## src/rtl/fp16_add_arbiter_if.sv

```systemverilog
// Request/response bundle between two requesters and the shared fp16 adder arbiter.
// Signals:
//   req0_valid/req0_ready/req0_a/req0_b   requester 0 operation handshake and operands
//   req1_valid/req1_ready/req1_a/req1_b   requester 1 operation handshake and operands
//   req0_sub/req1_sub                     subtract select (only with FP_ADD_SUB_EN defined)
//   resp0_valid/resp0_ready               result handshake, requester 0
//   resp1_valid/resp1_ready               result handshake, requester 1
//   resp_data/resp_flags                  shared result and {N,Z,C,V} flags
// Modports: slave = arbiter side, master = requester side.
// Optional feature macro: FP_ADD_SUB_EN.
interface fp16_add_arbiter_if #(
  parameter int unsigned DATA_W = 16,
  parameter int unsigned RES_W  = 32,
  parameter int unsigned FLAG_W = 4
);
  logic              req0_valid;
  logic              req0_ready;
  logic [DATA_W-1:0] req0_a;
  logic [DATA_W-1:0] req0_b;
  logic              req1_valid;
  logic              req1_ready;
  logic [DATA_W-1:0] req1_a;
  logic [DATA_W-1:0] req1_b;
`ifdef FP_ADD_SUB_EN
  logic              req0_sub;
  logic              req1_sub;
`endif
  logic              resp0_valid;
  logic              resp0_ready;
  logic              resp1_valid;
  logic              resp1_ready;
  logic [RES_W-1:0]  resp_data;
  logic [FLAG_W-1:0] resp_flags;

  modport slave (
`ifdef FP_ADD_SUB_EN
    input  req0_sub, req1_sub,
`endif
    input  req0_valid, req0_a, req0_b,
    input  req1_valid, req1_a, req1_b,
    output req0_ready, req1_ready,
    input  resp0_ready, resp1_ready,
    output resp0_valid, resp1_valid, resp_data, resp_flags
  );

  modport master (
`ifdef FP_ADD_SUB_EN
    output req0_sub, req1_sub,
`endif
    output req0_valid, req0_a, req0_b,
    output req1_valid, req1_a, req1_b,
    input  req0_ready, req1_ready,
    output resp0_ready, resp1_ready,
    input  resp0_valid, resp1_valid, resp_data, resp_flags
  );
endinterface

```

## src/rtl/fp16_add_arbiter.sv

```systemverilog
// Round-robin arbiter sharing one combinational fp16 adder between two requesters.
// The winner's operands are registered onto fpu_a/fpu_b, held for HOLD_CYCLES cycles,
// then the adder result/flags are captured and returned to the granted requester.
// Ports:
//   clk, reset          rising-edge clock, synchronous active-high reset
//   bus (slave)         request/response handshakes, see fp16_add_arbiter_if
//   fpu_a, fpu_b        registered operands to the adder
//   fpu_result/flags    adder outputs
//   busy                high whenever the FSM is not IDLE
// Optional feature macro: FP_ADD_SUB_EN (per-request subtract select, flips sign of b).
module fp16_add_arbiter #(
  parameter int unsigned DATA_W      = 16,
  parameter int unsigned RES_W       = 32,
  parameter int unsigned FLAG_W      = 4,
  parameter int unsigned HOLD_CYCLES = 1
) (
  input  logic                clk,
  input  logic                reset,
  fp16_add_arbiter_if.slave   bus,
  output logic [DATA_W-1:0]   fpu_a,
  output logic [DATA_W-1:0]   fpu_b,
  input  logic [RES_W-1:0]    fpu_result,
  input  logic [FLAG_W-1:0]   fpu_flags,
  output logic                busy
);

  localparam int unsigned CNT_W = (HOLD_CYCLES > 1) ? $clog2(HOLD_CYCLES + 1) : 1;

  if (HOLD_CYCLES == 0) begin : g_hold_check
    $error("fp16_add_arbiter: HOLD_CYCLES must be >= 1");
  end

  typedef enum logic [1:0] {
    S_IDLE  = 2'd0,
    S_ISSUE = 2'd1,
    S_RESP  = 2'd2
  } state_e;

  state_e            state_q, state_d;
  logic              id_q, id_d;
  logic              last_q, last_d;
  logic [CNT_W-1:0]  cnt_q, cnt_d;
  logic [DATA_W-1:0] fpu_a_q, fpu_a_d;
  logic [DATA_W-1:0] fpu_b_q, fpu_b_d;
  logic              resp0_valid_q, resp0_valid_d;
  logic              resp1_valid_q, resp1_valid_d;
  logic [RES_W-1:0]  resp_data_q, resp_data_d;
  logic [FLAG_W-1:0] resp_flags_q, resp_flags_d;
  logic              busy_q, busy_d;

  logic              win_c;
  logic              req0_ready_c;
  logic              req1_ready_c;
  logic [DATA_W-1:0] sel_a_c;
  logic [DATA_W-1:0] sel_b_c;

  // Winner: the only valid requester, or on a tie the one not granted last time.
  always_comb begin
    win_c = 1'b0;
    if (bus.req0_valid && bus.req1_valid) begin
      win_c = ~last_q;
    end else if (bus.req1_valid) begin
      win_c = 1'b1;
    end
  end

  // Operand select; optional subtract negates b by flipping its sign bit.
  always_comb begin
    sel_a_c = win_c ? bus.req1_a : bus.req0_a;
    sel_b_c = win_c ? bus.req1_b : bus.req0_b;
`ifdef FP_ADD_SUB_EN
    if (win_c ? bus.req1_sub : bus.req0_sub) begin
      sel_b_c = {~sel_b_c[DATA_W-1], sel_b_c[DATA_W-2:0]};
    end
`endif
  end

  // Next-state and datapath updates.
  always_comb begin
    state_d       = state_q;
    id_d          = id_q;
    last_d        = last_q;
    cnt_d         = cnt_q;
    fpu_a_d       = fpu_a_q;
    fpu_b_d       = fpu_b_q;
    resp0_valid_d = resp0_valid_q;
    resp1_valid_d = resp1_valid_q;
    resp_data_d   = resp_data_q;
    resp_flags_d  = resp_flags_q;
    req0_ready_c  = 1'b0;
    req1_ready_c  = 1'b0;

    case (state_q)
      S_IDLE: begin
        // Ready is suppressed while reset is asserted so nothing looks accepted.
        req0_ready_c = !reset && bus.req0_valid && !win_c;
        req1_ready_c = !reset && bus.req1_valid &&  win_c;
        if (req0_ready_c || req1_ready_c) begin
          id_d    = win_c;
          last_d  = win_c;
          fpu_a_d = sel_a_c;
          fpu_b_d = sel_b_c;
          cnt_d   = CNT_W'(HOLD_CYCLES - 1);
          state_d = S_ISSUE;
        end
      end
      S_ISSUE: begin
        if (cnt_q == '0) begin
          resp_data_d  = fpu_result;
          resp_flags_d = fpu_flags;
          if (id_q) begin
            resp1_valid_d = 1'b1;
          end else begin
            resp0_valid_d = 1'b1;
          end
          state_d = S_RESP;
        end else begin
          cnt_d = cnt_q - CNT_W'(1);
        end
      end
      S_RESP: begin
        if (id_q ? bus.resp1_ready : bus.resp0_ready) begin
          resp0_valid_d = 1'b0;
          resp1_valid_d = 1'b0;
          state_d       = S_IDLE;
        end
      end
      default: begin
        state_d = S_IDLE;
      end
    endcase

    busy_d = (state_d != S_IDLE);
  end

  // State and output registers; last_q resets to 1 so requester 0 wins the first tie.
  always_ff @(posedge clk) begin
    if (reset) begin
      state_q       <= S_IDLE;
      id_q          <= 1'b0;
      last_q        <= 1'b1;
      cnt_q         <= '0;
      fpu_a_q       <= '0;
      fpu_b_q       <= '0;
      resp0_valid_q <= 1'b0;
      resp1_valid_q <= 1'b0;
      resp_data_q   <= '0;
      resp_flags_q  <= '0;
      busy_q        <= 1'b0;
    end else begin
      state_q       <= state_d;
      id_q          <= id_d;
      last_q        <= last_d;
      cnt_q         <= cnt_d;
      fpu_a_q       <= fpu_a_d;
      fpu_b_q       <= fpu_b_d;
      resp0_valid_q <= resp0_valid_d;
      resp1_valid_q <= resp1_valid_d;
      resp_data_q   <= resp_data_d;
      resp_flags_q  <= resp_flags_d;
      busy_q        <= busy_d;
    end
  end

  assign bus.req0_ready  = req0_ready_c;
  assign bus.req1_ready  = req1_ready_c;
  assign bus.resp0_valid = resp0_valid_q;
  assign bus.resp1_valid = resp1_valid_q;
  assign bus.resp_data   = resp_data_q;
  assign bus.resp_flags  = resp_flags_q;
  assign fpu_a           = fpu_a_q;
  assign fpu_b           = fpu_b_q;
  assign busy            = busy_q;

endmodule
```

## src/flat_wrapper.sv

```systemverilog
// flat-port wrapper written by rule: the top's interface ports become plain ports
module fp16_add_arbiter_flat 
#(
  parameter int unsigned DATA_W      = 16,
  parameter int unsigned RES_W       = 32,
  parameter int unsigned FLAG_W      = 4,
  parameter int unsigned HOLD_CYCLES = 1
)
  (clk, reset, fpu_a, fpu_b, fpu_result, fpu_flags, busy, bus_req0_valid, bus_req0_a, bus_req0_b, bus_req1_valid, bus_req1_a, bus_req1_b, bus_req0_ready, bus_req1_ready, bus_resp0_ready, bus_resp1_ready, bus_resp0_valid, bus_resp1_valid, bus_resp_data, bus_resp_flags);
  fp16_add_arbiter_if #(.DATA_W(DATA_W), .RES_W(RES_W), .FLAG_W(FLAG_W)) bus_i ();
  input  logic clk;
  input  logic reset;
  output logic [DATA_W-1:0] fpu_a;
  output logic [DATA_W-1:0] fpu_b;
  input  logic [RES_W-1:0] fpu_result;
  input  logic [FLAG_W-1:0] fpu_flags;
  output logic busy;
  input wire logic [$bits(bus_i.req0_valid)-1:0] bus_req0_valid;
  input wire logic [$bits(bus_i.req0_a)-1:0] bus_req0_a;
  input wire logic [$bits(bus_i.req0_b)-1:0] bus_req0_b;
  input wire logic [$bits(bus_i.req1_valid)-1:0] bus_req1_valid;
  input wire logic [$bits(bus_i.req1_a)-1:0] bus_req1_a;
  input wire logic [$bits(bus_i.req1_b)-1:0] bus_req1_b;
  output wire logic [$bits(bus_i.req0_ready)-1:0] bus_req0_ready;
  output wire logic [$bits(bus_i.req1_ready)-1:0] bus_req1_ready;
  input wire logic [$bits(bus_i.resp0_ready)-1:0] bus_resp0_ready;
  input wire logic [$bits(bus_i.resp1_ready)-1:0] bus_resp1_ready;
  output wire logic [$bits(bus_i.resp0_valid)-1:0] bus_resp0_valid;
  output wire logic [$bits(bus_i.resp1_valid)-1:0] bus_resp1_valid;
  output wire logic [$bits(bus_i.resp_data)-1:0] bus_resp_data;
  output wire logic [$bits(bus_i.resp_flags)-1:0] bus_resp_flags;
  assign bus_i.req0_valid = bus_req0_valid;
  assign bus_i.req0_a = bus_req0_a;
  assign bus_i.req0_b = bus_req0_b;
  assign bus_i.req1_valid = bus_req1_valid;
  assign bus_i.req1_a = bus_req1_a;
  assign bus_i.req1_b = bus_req1_b;
  assign bus_req0_ready = bus_i.req0_ready;
  assign bus_req1_ready = bus_i.req1_ready;
  assign bus_i.resp0_ready = bus_resp0_ready;
  assign bus_i.resp1_ready = bus_resp1_ready;
  assign bus_resp0_valid = bus_i.resp0_valid;
  assign bus_resp1_valid = bus_i.resp1_valid;
  assign bus_resp_data = bus_i.resp_data;
  assign bus_resp_flags = bus_i.resp_flags;
  fp16_add_arbiter #(.DATA_W(DATA_W), .RES_W(RES_W), .FLAG_W(FLAG_W), .HOLD_CYCLES(HOLD_CYCLES)) u_core (.clk(clk), .reset(reset), .bus(bus_i), .fpu_a(fpu_a), .fpu_b(fpu_b), .fpu_result(fpu_result), .fpu_flags(fpu_flags), .busy(busy));
endmodule
```

## config.mk

```make
export PLATFORM = sky130hd
export DESIGN_NAME = fp16_add_arbiter_flat
export DESIGN_NICKNAME = d
export VERILOG_FILES = /design/src/rtl/fp16_add_arbiter_if.sv /design/src/rtl/fp16_add_arbiter.sv /design/src/flat_wrapper.sv
export SDC_FILE = /design/constraint.sdc
export NUM_CORES = 1
export LEC_CHECK = 0
export ABC_AREA = 1
export BUFFER_PORTS_ARGS = -buffer_cell sky130_fd_sc_hd__buf_4
export CORE_AREA = 2 2 107 109
export CTS_CLUSTER_DIAMETER = 80
export DETAILED_ROUTE_END_ITERATION = 10
export DIE_AREA = 0 0 109 111
export GPL_TIMING_DRIVEN = 0
export HOLD_SLACK_MARGIN = 0.12
export SKIP_CTS_REPAIR_TIMING = 1
export SLEW_MARGIN = 10
export SYNTH_ARGS = -nofsm -noshare
export SYNTH_HDL_FRONTEND = slang
export SYNTH_SLANG_ARGS = --single-unit
export TNS_END_PERCENT = 5
```

## constraint.sdc

```tcl
create_clock -name clk -period 1.35 [get_ports clk]
set_input_delay 0.27 -clock clk [delete_from_list [all_inputs] [get_ports clk]]
set_output_delay 0.27 -clock clk [all_outputs]
set_load 0.01 [all_outputs]
```

---- Yosys cells after proc, flatten, opt, wreduce, memory -nomap -nowiden ----
Index checks and enable logic that the tools add are counted.
storage, ports and cells
  word-level logic and storage cells ...... 59
  output and inout port bits .............. 73
  bits of input ports ..................... 106
  register bits after elaboration ......... 76
cells by class
  equal/unequal tests ..................... 7
  add/subtract/negate cells ............... 1
  mux-type cells .......................... 21
  reduce and logical (&&, ||, !) cells .... 17
  bitwise gates (word level) .............. 2
operator list
  kind                                                                      number
  16-bit two-way mux                                                        2
  1-bit two-way mux                                                         12
  4-bit AND reduction                                                       2
  2-bit two-way mux                                                         3
  2-bit by 1-bit inequality test with 1-bit output (second input constant)  3
  1-bit case mux with 2 select lines                                        3
  2-bit case mux with 3 select lines                                        1
  2-bit AND reduction                                                       3
  2-bit nonzero test                                                        3
  1-bit logical AND                                                         5
  2-bit inequality test (second input constant)                             2
  2-bit by 1-bit equality test with 1-bit output (second input constant)    1
  2-bit equality test (second input constant)                               1
  1-bit logical NOT                                                         2
  2-bit logical NOT                                                         1
  1-bit inverter                                                            2
  1-bit logical OR                                                          1
  1-bit subtractor (second input constant)                                  1

---- Longest topological paths before layout ----
Gate-level depths: netlist (run 1).
  depth in word-level cells ............... 8
  depth in mapped cells ................... 8
  mapped depth without buffers ............ 8

---- Least setup slack after synthesis (run 1) ----
OpenSTA, ideal clock, no wires.
  path type ............................... reg2reg
  from .................................... register u_core.state_q[0]
  to ...................................... register u_core.fpu_a_q[14], in the netlist u_core.fpu_a[14]
  data arrival time ....................... 1,293 ps
  period minus slack after synthesis ...... 1,408 ps
  setup slack ............................. -58 ps
  path buffers ............................ 1
  stages on the path, launching flop included .. 9
  setup time .............................. 116 ps
  required time ........................... 1,234 ps
  cell sequence ........................... dfxtp_1 inv_1 ha_1 nand2_1 nor2_4 nor2_8 buf_6 nor2_1 nor2_1
on the way
  word-level cells in the longest chain between the ends .. 2
RTL lines
  item                                  RTL line                 source
  start: declaration                    fp16_add_arbiter.sv:39   state_e state_q, state_d;
  start signal: assignment              fp16_add_arbiter.sv:151  state_q <= state_d;
  2-bit logical NOT                     fp16_add_arbiter.sv:93   case (state_q)
  2-bit AND reduction (no source line)  -
  end signal: assignment                fp16_add_arbiter.sv:155  fpu_a_q <= fpu_a_d;
  end: declaration                      fp16_add_arbiter.sv:43   logic [DATA_W-1:0] fpu_a_q, fpu_a_d;
No other way between the ends.
A chain may end at the register's enable or synchronous reset.

---- Worst setup path after layout (run 1) ----
  from .................................... register u_core.state_q[0]
  to ...................................... output bus_req1_ready
on the way
  word-level cells in the longest chain between the ends .. 2
RTL lines
  item               RTL line                source
  2-bit logical NOT  fp16_add_arbiter.sv:93
  1-bit two-way mux  fp16_add_arbiter.sv:93
  end: declaration   flat_wrapper.sv:25      output wire logic [$bits(bus_i.req1_ready)-1:0] bus_req1_ready;
No other way between the ends.

==> results of run 1 <==
==> final timing paths <==
kind                            startpoint                  endpoint  slack [ps]  cells after the start
setup / recovery         u_core.state_q[0]            bus_req1_ready        -220                      5
hold / removal              fpu_result[21]  u_core.bus.resp_data[21]         150                      3
hold reg to reg   u_core.bus.resp_data[22]  u_core.bus.resp_data[22]         500                      2
setup reg to reg         u_core.state_q[0]          u_core.fpu_b[15]        -130                      9
==> through the flow <==
| step | instances | instance area, sq um | setup TNS [ps] | power, uW |
|---|---|---|---|---|
| 2_1_floorplan | 460 | 3240 | 0 | 3390 |
| 3_3_place_gp | 780 | 4740 | -15010 | 4180 |
| 3_5_place_dp | 780 | 4740 | -15910 | 4210 |
| 4_1_cts | 796 | 5050 | -17580 | 6710 |
| 5_1_grt | 802 | 5160 | -12390 | 7070 |
| 6_report | 802 | 5160 | -5000 | 6690 |
==> area by class of cell <==
type                       count  area, sq um
timing repair buffer         183         1370
multi-input combinational    341         1550
buffer                        31          183
tap                          143          179
fill                        1112         5920
sequential                    75         1510
clock buffer                  10          239
clock inverter                 6         71.3
inverter                      13         55.1
==> kinds of logic after synthesis <==
kind of cell    after synthesis
simple gates                266
flops                        75
compound gates               71
buf+inv                      44
fa+ha+maj                     4
==> placed cells by master (no fill, tap or decap), types with 9 or more instances in the layout <==
cell type,count
clkbuf_16,9
buf_4,183
nor2_1,139
buf_2,13
nand2_1,82
dfxtp_1,72
clkbuf_1,9
nand3_1,35
o21ai_0,61
==> cell usage after synthesis <==
cell        n  share of area, %
nand4_4     1              0.66
nand3_1    36               5.6
o31ai_1     1              0.23
nor2_8      1              0.62
a21oi_1     1              0.15
buf_2      17               2.6
nand3_2     1              0.31
o21ai_1     6              0.93
dfxtp_1    75                46
clkinv_1    1              0.12
o21ai_0    63               9.7
nor2_1    139                16
nand2_1    82               9.5
inv_1      11               1.3
buf_6       4               1.4
nand4_1     2              0.39
nand2_2     2              0.39
clkbuf_1   10               1.2
nor2_4      1              0.35
nand2_4     1              0.35
inv_2       1              0.12
ha_1        4               1.5
==> critical path: stages (launching register included) <==
cell,delay [ps]
dfxtp_4,360
inv_2,80
ha_4,180
nand2_1,100
nor2_4,120
buf_4,130
==> layer usage <==
metal / track usage [%] / up-vias / part of all wire, %
met4: 6.15 / 0 / 1.4
met5: 0 / - / 0
met2: 28.9 / 110 / 49
met3: 3.53 / 10 / 7.1
li1: - / 1858 / -
met1: 20.7 / 1617 / 42
==> flip-flops by register name, summed over array words and instances, names as in the netlist <==
register and count:
u_core.fpu_b 16, u_core.fpu_a 16, u_core.bus.resp1_valid 1, u_core.state_q 2
u_core.busy 1, u_core.id_q 1, u_core.bus.resp_flags 4, u_core.bus.resp0_valid 1
u_core.bus.resp_data 32, u_core.last_q 1
==> power by group through the flow <==
| stage | Clock [uW] | Combinational, uW | Sequential (uW) |
|---|---|---|---|
| 4_1_cts | 2540 | 1560 | 2610 |
| 6_report | 2470 | 1610 | 2610 |
| 2_1_floorplan | 0 | 639 | 2750 |
| 5_1_grt | 2640 | 1790 | 2640 |
| 3_3_place_gp | 0 | 1540 | 2640 |
| 3_5_place_dp | 0 | 1560 | 2650 |
==> summary.txt, run 1 <==
Drt
  • Routed wire length: 10400 microns
  • DRC: 0
  • DRT antenna net count: 0
  • Vias/cell: 4.48
  • DR pass1 iterations: 6
  • Drt wl/cell: 12.9 microns
  • DRT iter0 DRCs: 211
  • Vias: 3595

Synth
  • Syn_nets: 570
  • Largest family of logic cells by synthesized area: simple AND/OR/NAND/NOR gates
  • Flops & latches, synth: 75
  • Mapped Cells: 460
  • Mapped Area: 3230 sq um
  • Mux cell area share after synthesis: 0%
  • Post-synthesis xor/xnor area fraction: 0%
  • Simple-gate portion of the synthesized area: 34.3%
  • Synth Area in Compound Gates: 11.1%
  • Synthesis warning total: 0
  • Distinct cells, synth: 22
  • Synthesized area per cell: 7.03 sq um
  • Post-Synth Adder-Cell Area: 1.55%
  • Register area share after synthesis: 46.4%

Place
  • DP HPWL: 7810 microns
  • Pre-CTS setup slack: -389 ps
  • Placer Congestion: 0.772
  • I/O Buffers: 177

Setup path
  • CP Class: flip-flop to output port
  • Crit start category: flip-flop
  • Critical Path End Type: output port
  • Req. time, crit path: 1080 ps
  • Worst Path Max Fanout: 5
  • Arrival @ worst endpoint: 1300 ps

STA
  • Peak Freq: 636 MHz
  • Hold slack: 153 ps
  • Slew @ Worst Pin: 426 ps
  • Final max-slew violation count: 0
  • Unrepaired setup endpoints after global routing: true
  • Clock skew: 6.79 ps
  • Worst Setup Slack, final: -223 ps
  • Crit path time final: 1570 ps
  • Slew HR: 71.6%
  • Hold Fails Final Rpt: 0
  • Final setup violation count: 69
  • Final period utilization: 117%

Power
  • Sw power: 1920 uW
  • Sw Ratio: 28.7%
  • Int Power: 4770 uW
  • Leak: 0.00267 uW
  • Clock power share: 37.0%
  • Combinational power share: 24.0%
  • Flop pwr share: 39.0%
  • Peak VDD IR: 0.611 mV
  • Power Density: 1300 nW/um^2

Global routing
  • Antenna violations before repair: 0
  • Vias in the first global route: 3383
  • Largest net degree at the start of global routing: 15
  • Total Routing Usage GR: 16.9%
  • First-pass GRT wire length: 16200 microns
  • Gr ovfl total: 0

Clock network
  • Worst-case clock buffer depth: 2
  • TritonCTS clock tree: done
  • Num CTS Buffers: 9
  • Clk pin slew, worst setup/hold paths: 60 ps
  • H-tree Lvls: 3
  • Later-pin clock latency in the skew report: 330 ps
  • Root Buffer: clkbuf_16
  • Sinks on Clock Net: 75

Finish
  • Final core occ: 46.6%
  • Nets@finish: 764
  • P&R area growth vs syn: 59.6%
  • Inserted Diodes: 0
  • Layout cell share with drive strength beyond 1: 36.3%

Run status
  • Failing checks: setup timing
  • Outcome: finished with violations

Floorplan
  • Site Rows: 39
  • I/O pins: 179
  • Die Wd: 109 microns
  • Core Area: 11100 sq um
  • Initial Util: 29.2%
  • Die ar.: 12100 sq um
  • Die Span Y: 111 microns

Run
  • Max-cap violations: 0

Hold path
  • Type of the most critical hold path: primary input to flip-flop
Power figures use the tool's default switching activity.
==> run 2: changes to the inputs <==
--- a/config.mk
+++ b/config.mk
@@ -6,13 +6,14 @@
 export NUM_CORES = 1
 export LEC_CHECK = 0
 export ABC_AREA = 1
-export BUFFER_PORTS_ARGS = -buffer_cell sky130_fd_sc_hd__buf_4
-export CORE_AREA = 2 2 107 109
+export CORE_AREA = 4 4 109 111
 export CTS_CLUSTER_DIAMETER = 80
 export DETAILED_ROUTE_END_ITERATION = 10
-export DIE_AREA = 0 0 109 111
+export DIE_AREA = 0 0 113 115
+export DONT_BUFFER_PORTS = 1
 export GPL_TIMING_DRIVEN = 0
 export HOLD_SLACK_MARGIN = 0.12
+export PLACE_DENSITY = 0.44
 export SKIP_CTS_REPAIR_TIMING = 1
 export SLEW_MARGIN = 10
 export SYNTH_ARGS = -nofsm -noshare
==> summary.txt, run 2 (synthesis results as in run 1) <==
Run status
  • Outcome: finished with violations
  • Failing checks: setup timing

Floorplan
  • Core Area: 10800 sq um
  • Initial Util: 30.0%
  • Site Rows: 38
  • I/O pins: 179
  • Die Wd: 113 microns
  • Die Span Y: 115 microns
  • Die ar.: 13000 sq um

STA
  • Final TNS setup: -3340 ps
  • Clock skew: 9.68 ps
  • Slew HR: 69.1%
  • Peak Freq: 661 MHz
  • Final setup violation count: 62
  • Hold Fails Final Rpt: 0
  • Worst Setup Slack, final: -163 ps
  • Crit path time final: 1510 ps
  • Final period utilization: 112%
  • Unrepaired setup endpoints after global routing: true
  • Hold slack: 153 ps
  • Final max-slew violation count: 0
  • Slew @ Worst Pin: 464 ps

Drt
  • DRC: 0
  • DR pass1 iterations: 4
  • DRT iter0 DRCs: 167
  • Vias/cell: 4.66
  • DRT antenna net count: 0
  • Vias: 3062
  • Routed wire length: 9930 microns
  • Drt wl/cell: 15.1 microns

Global routing
  • Vias in the first global route: 2925
  • Routing usage on met1: 17.1%
  • Largest net degree at the start of global routing: 14
  • Gr ovfl total: 0
  • Met2 GRT Util: 22.2%
  • First-pass GRT wire length: 14900 microns
  • Met3 Usage GRT: 7.21%
  • Gr busiest metal: met2
  • Total Routing Usage GR: 14.4%
  • Antenna violations before repair: 0

Finish
  • Area of the multi-input gates: 1570 sq um
  • Most common cell after layout, fill and taps aside: nor2_1
  • Final core occ: 38.4%
  • Most frequent cells in the layout: 139 x nor2_1, 81 x nand2_1, 72 x dfxtp_1
  • Max FFs per register: 32
  • Nets@finish: 622
  • P&R area growth vs syn: 28.0%
  • Fillers: 1154
  • Inserted Diodes: 0
  • Register cell area after layout: 1510 sq um
  • Layout cell share with drive strength beyond 1: 12.0%

Setup path
  • R2R Path End: u_core.bus.resp_data[10]
  • Slowest stage cell, crit path: dfxtp_2
  • Crit start category: flip-flop
  • CP max stage delay: 340 ps
  • Reg2reg path depth: 7
  • Critical R2R Launch: u_core.state_q[1]
  • Critical Path End Type: output port
  • CP top delay family: flip-flops
  • R2R Setup Slk: -100 ps
  • CP Buf/Inv Count: 1
  • CP Class: flip-flop to output port
  • Req. time, crit path: 1080 ps
  • CP cell instances: inv_2 > ha_4 > nand2_4 > nor2_4
  • Worst Path Max Fanout: 4
  • Arrival @ worst endpoint: 1240 ps

Run
  • Max-cap violations: 0

Clock network
  • Worst-case clock buffer depth: 2
  • H-tree Lvls: 3
  • Clk pin slew, worst setup/hold paths: 80 ps
  • Root Buffer: clkbuf_8
  • Num CTS Buffers: 9
  • Sinks on Clock Net: 75
  • TritonCTS clock tree: done
  • Later-pin clock latency in the skew report: 350 ps

Hold path
  • Hold endpoint: u_core.fpu_b[5]
  • Hold depth: 4
  • Hold path startpoint: bus_req0_b[5]
  • Type of the most critical hold path: primary input to flip-flop

Place
  • I/O Buffers: 0
  • DP HPWL: 7230 microns
  • Pre-CTS setup slack: -438 ps
  • Placer Congestion: 0.764

Power
  • Peak VDD IR: 0.512 mV
  • Leak: 0.00190 uW
  • Power Density: 1390 nW/um^2
## run 2: layout make-up
cell class,instances,share of cell area [%]
plain buffers,31,4.89
clock buffers,11,3.66
clock inverters,5,2.02
inverters,13,1.33
multi-input cells,341,37.9
flip-flops and latches,75,36.4
well taps,140,4.23
repair buffers,40,9.49
repair inverters,1,0.121
## run 2: stage by stage
step / cells / power [uW] / instance area, sq um
2_1_floorplan: 460 / 3390 / 3240
3_3_place_gp: 600 / 3630 / 3410
3_5_place_dp: 600 / 3640 / 3410
4_1_cts: 616 / 5700 / 3650
5_1_grt: 657 / 6150 / 4140
6_report: 657 / 5780 / 4140
## run 2: tightest hold or removal path, delay by kind of cell
kind             cells  cell delay, ps
AND/OR/NAND/NOR      4             200
## run 2: layer usage
metal	share of wire (%)	wire length [microns]	up-vias
li1	-	-	1573
met1	41	4100	1357
met2	46	4590	111
met3	10	991	21
met4	2.4	241	0
met5	0	0	-
## run 2: where the power goes
| group | switching [uW] | internal (uW) | leakage [uW] | total [uW] |
|---|---|---|---|---|
| Sequential | 304 | 2470 | 0.000619 | 2780 |
| Clock | 880 | 1150 | 0.000112 | 2030 |
| Combinational | 565 | 406 | 0.00117 | 970 |
## run 2: worst max-delay path by stage
stage                            from                  endpoint  slack, ps  depth (start not counted)
detailed placement  u_core.state_q[1]  u_core.bus.resp_data[20]       -440                          7
global placement    u_core.state_q[1]   u_core.bus.resp_data[1]       -410                          7
CTS                 u_core.state_q[0]            bus_req0_ready       -450                          4
floorplan           u_core.state_q[1]  u_core.bus.resp_data[26]         10                          7
finish              u_core.state_q[1]            bus_req1_ready       -160                          4
global route        u_core.state_q[1]            bus_req1_ready       -240                          4
==> run 3: changes to the inputs <==
--- a/config.mk
+++ b/config.mk
@@ -6,6 +6,8 @@
 export NUM_CORES = 1
 export LEC_CHECK = 0
 export ABC_AREA = 1
+export CELL_PAD_IN_SITES_DETAIL_PLACEMENT = 1
+export CELL_PAD_IN_SITES_GLOBAL_PLACEMENT = 1
 export CORE_AREA = 4 4 109 111
 export CTS_CLUSTER_DIAMETER = 80
 export DETAILED_ROUTE_END_ITERATION = 10
@@ -13,7 +15,7 @@
 export DONT_BUFFER_PORTS = 1
 export GPL_TIMING_DRIVEN = 0
 export HOLD_SLACK_MARGIN = 0.12
-export PLACE_DENSITY = 0.44
+export PLACE_DENSITY = 0.6
 export SKIP_CTS_REPAIR_TIMING = 1
 export SLEW_MARGIN = 10
 export SYNTH_ARGS = -nofsm -noshare
==> summary.txt, run 3 (synthesis results as in run 1) <==
Global routing
  • Largest net degree at the start of global routing: 14
  • Routing usage on met1: 18.8%
  • Met2 GRT Util: 25.4%
  • First-pass GRT wire length: 16100 microns
  • Antenna violations before repair: 0
  • Met3 Usage GRT: 6.84%
  • Vias in the first global route: 3097
  • Total Routing Usage GR: 15.6%
  • Gr busiest metal: met2
  • Gr ovfl total: 0

Setup path
  • Req. time, crit path: 1080 ps
  • CP Class: flip-flop to output port
  • Slowest stage cell, crit path: dfxtp_4
  • R2R Setup Slk: -140 ps
  • Arrival @ worst endpoint: 1260 ps
  • CP max stage delay: 370 ps
  • CP top delay family: flip-flops
  • CP cell instances: inv_4 > ha_4 > nand2_4 > nor2_4
  • CP Buf/Inv Count: 1
  • Crit start category: flip-flop
  • Worst Path Max Fanout: 5
  • Critical Path End Type: output port

Run
  • Max-cap violations: 0

Clock network
  • Worst-case clock buffer depth: 2
  • H-tree Lvls: 3
  • Root Buffer: clkbuf_8
  • Clk pin slew, worst setup/hold paths: 80 ps
  • Num CTS Buffers: 9
  • TritonCTS clock tree: done
  • Later-pin clock latency in the skew report: 350 ps
  • Sinks on Clock Net: 75

Run status
  • Outcome: finished with violations
  • Failing checks: setup timing

STA
  • Final period utilization: 113%
  • Clock skew: 5.61 ps
  • Final max-slew violation count: 0
  • Slew @ Worst Pin: 500 ps
  • Final TNS setup: -2540 ps
  • Hold Fails Final Rpt: 0
  • Crit path time final: 1530 ps
  • Slew HR: 66.7%
  • Unrepaired setup endpoints after global routing: true
  • Worst Setup Slack, final: -182 ps
  • Hold slack: 156 ps
  • Peak Freq: 653 MHz
  • Final setup violation count: 60

Place
  • Placer Congestion: 0.786
  • DP HPWL: 7790 microns
  • Post-Place Cells: 600
  • I/O Buffers: 0

Floorplan
  • Die ar.: 13000 sq um
  • Die Span Y: 115 microns
  • I/O pins: 179
  • Die Wd: 113 microns
  • Initial Util: 30.0%
  • Site Rows: 38
  • Core Area: 10800 sq um

Drt
  • Routed wire length: 11200 microns
  • Vias: 3212
  • Drt wl/cell: 16.9 microns
  • DR pass1 iterations: 4
  • DRT iter0 DRCs: 117
  • Vias/cell: 4.86
  • DRC: 0
  • DRT antenna net count: 0

Power
  • Power Density: 1370 nW/um^2
  • Peak VDD IR: 0.571 mV
  • Power Total: 5750 uW
  • Leak: 0.00192 uW

Finish
  • Nets@finish: 626
  • Most common cell after layout, fill and taps aside: nor2_1
  • Inserted Diodes: 0
  • Layout cell share with drive strength beyond 1: 14.6%
  • Non-Filler Instances: 661
  • P&R area growth vs syn: 29.3%
  • Final core occ: 38.8%
  • Max FFs per register: 32
  • Most frequent cells in the layout: 132 x nor2_1, 78 x nand2_1, 73 x dfxtp_1

Hold path
  • Type of the most critical hold path: primary input to flip-flop
-- run 3: metrics by stage --
stage | instance area [sq um] | setup WS (ps)
global route | 4180 | -253
global placement | 3410 | -380
finish | 4180 | -182
floorplan | 3240 | 11.1
CTS | 3630 | -481
detailed placement | 3410 | -389
-- run 3: worst paths after layout --
kind | endpoint | start | cells after the start
min | u_core.fpu_a[3] | bus_req0_a[3] | 4
min reg2reg | u_core.last_q | u_core.last_q | 2
max reg2reg | u_core.bus.resp_data[19] | u_core.state_q[0] | 7
max | bus_req1_ready | u_core.state_q[0] | 4
-- run 3: cell type report --
| cell class | instances | area [sq um] |
|---|---|---|
| tap | 140 | 175 |
| buffer | 31 | 193 |
| fill | 1317 | 6610 |
| timing repair buffer | 45 | 428 |
| multi-input combinational | 341 | 1610 |
| inverter | 13 | 57.6 |
| sequential | 75 | 1510 |
| clock inverter | 6 | 90.1 |
| clock buffer | 10 | 128 |
-- run 3: tightest hold or removal path, stage by stage --
cell,delay [ps]
nand2_1,30
nand2_1,50
nor2_1,40
nor2_1,80
-- run 3: where the power goes --
group | switching (uW) | internal (uW) | total [uW] | leakage [uW]
Combinational | 610 | 423 | 1030 | 0.00120
Clock | 888 | 1050 | 1930 | 0.000106
Sequential | 307 | 2470 | 2780 | 0.000619
-- run 3: metal layers --
| layer | part of all wire, % | wire, microns |
|---|---|---|
| met1 | 40 | 4500 |
| met2 | 50 | 5620 |
| met3 | 8.5 | 949 |
| met4 | 1.0 | 114 |
| met5 | 0 | 0 |
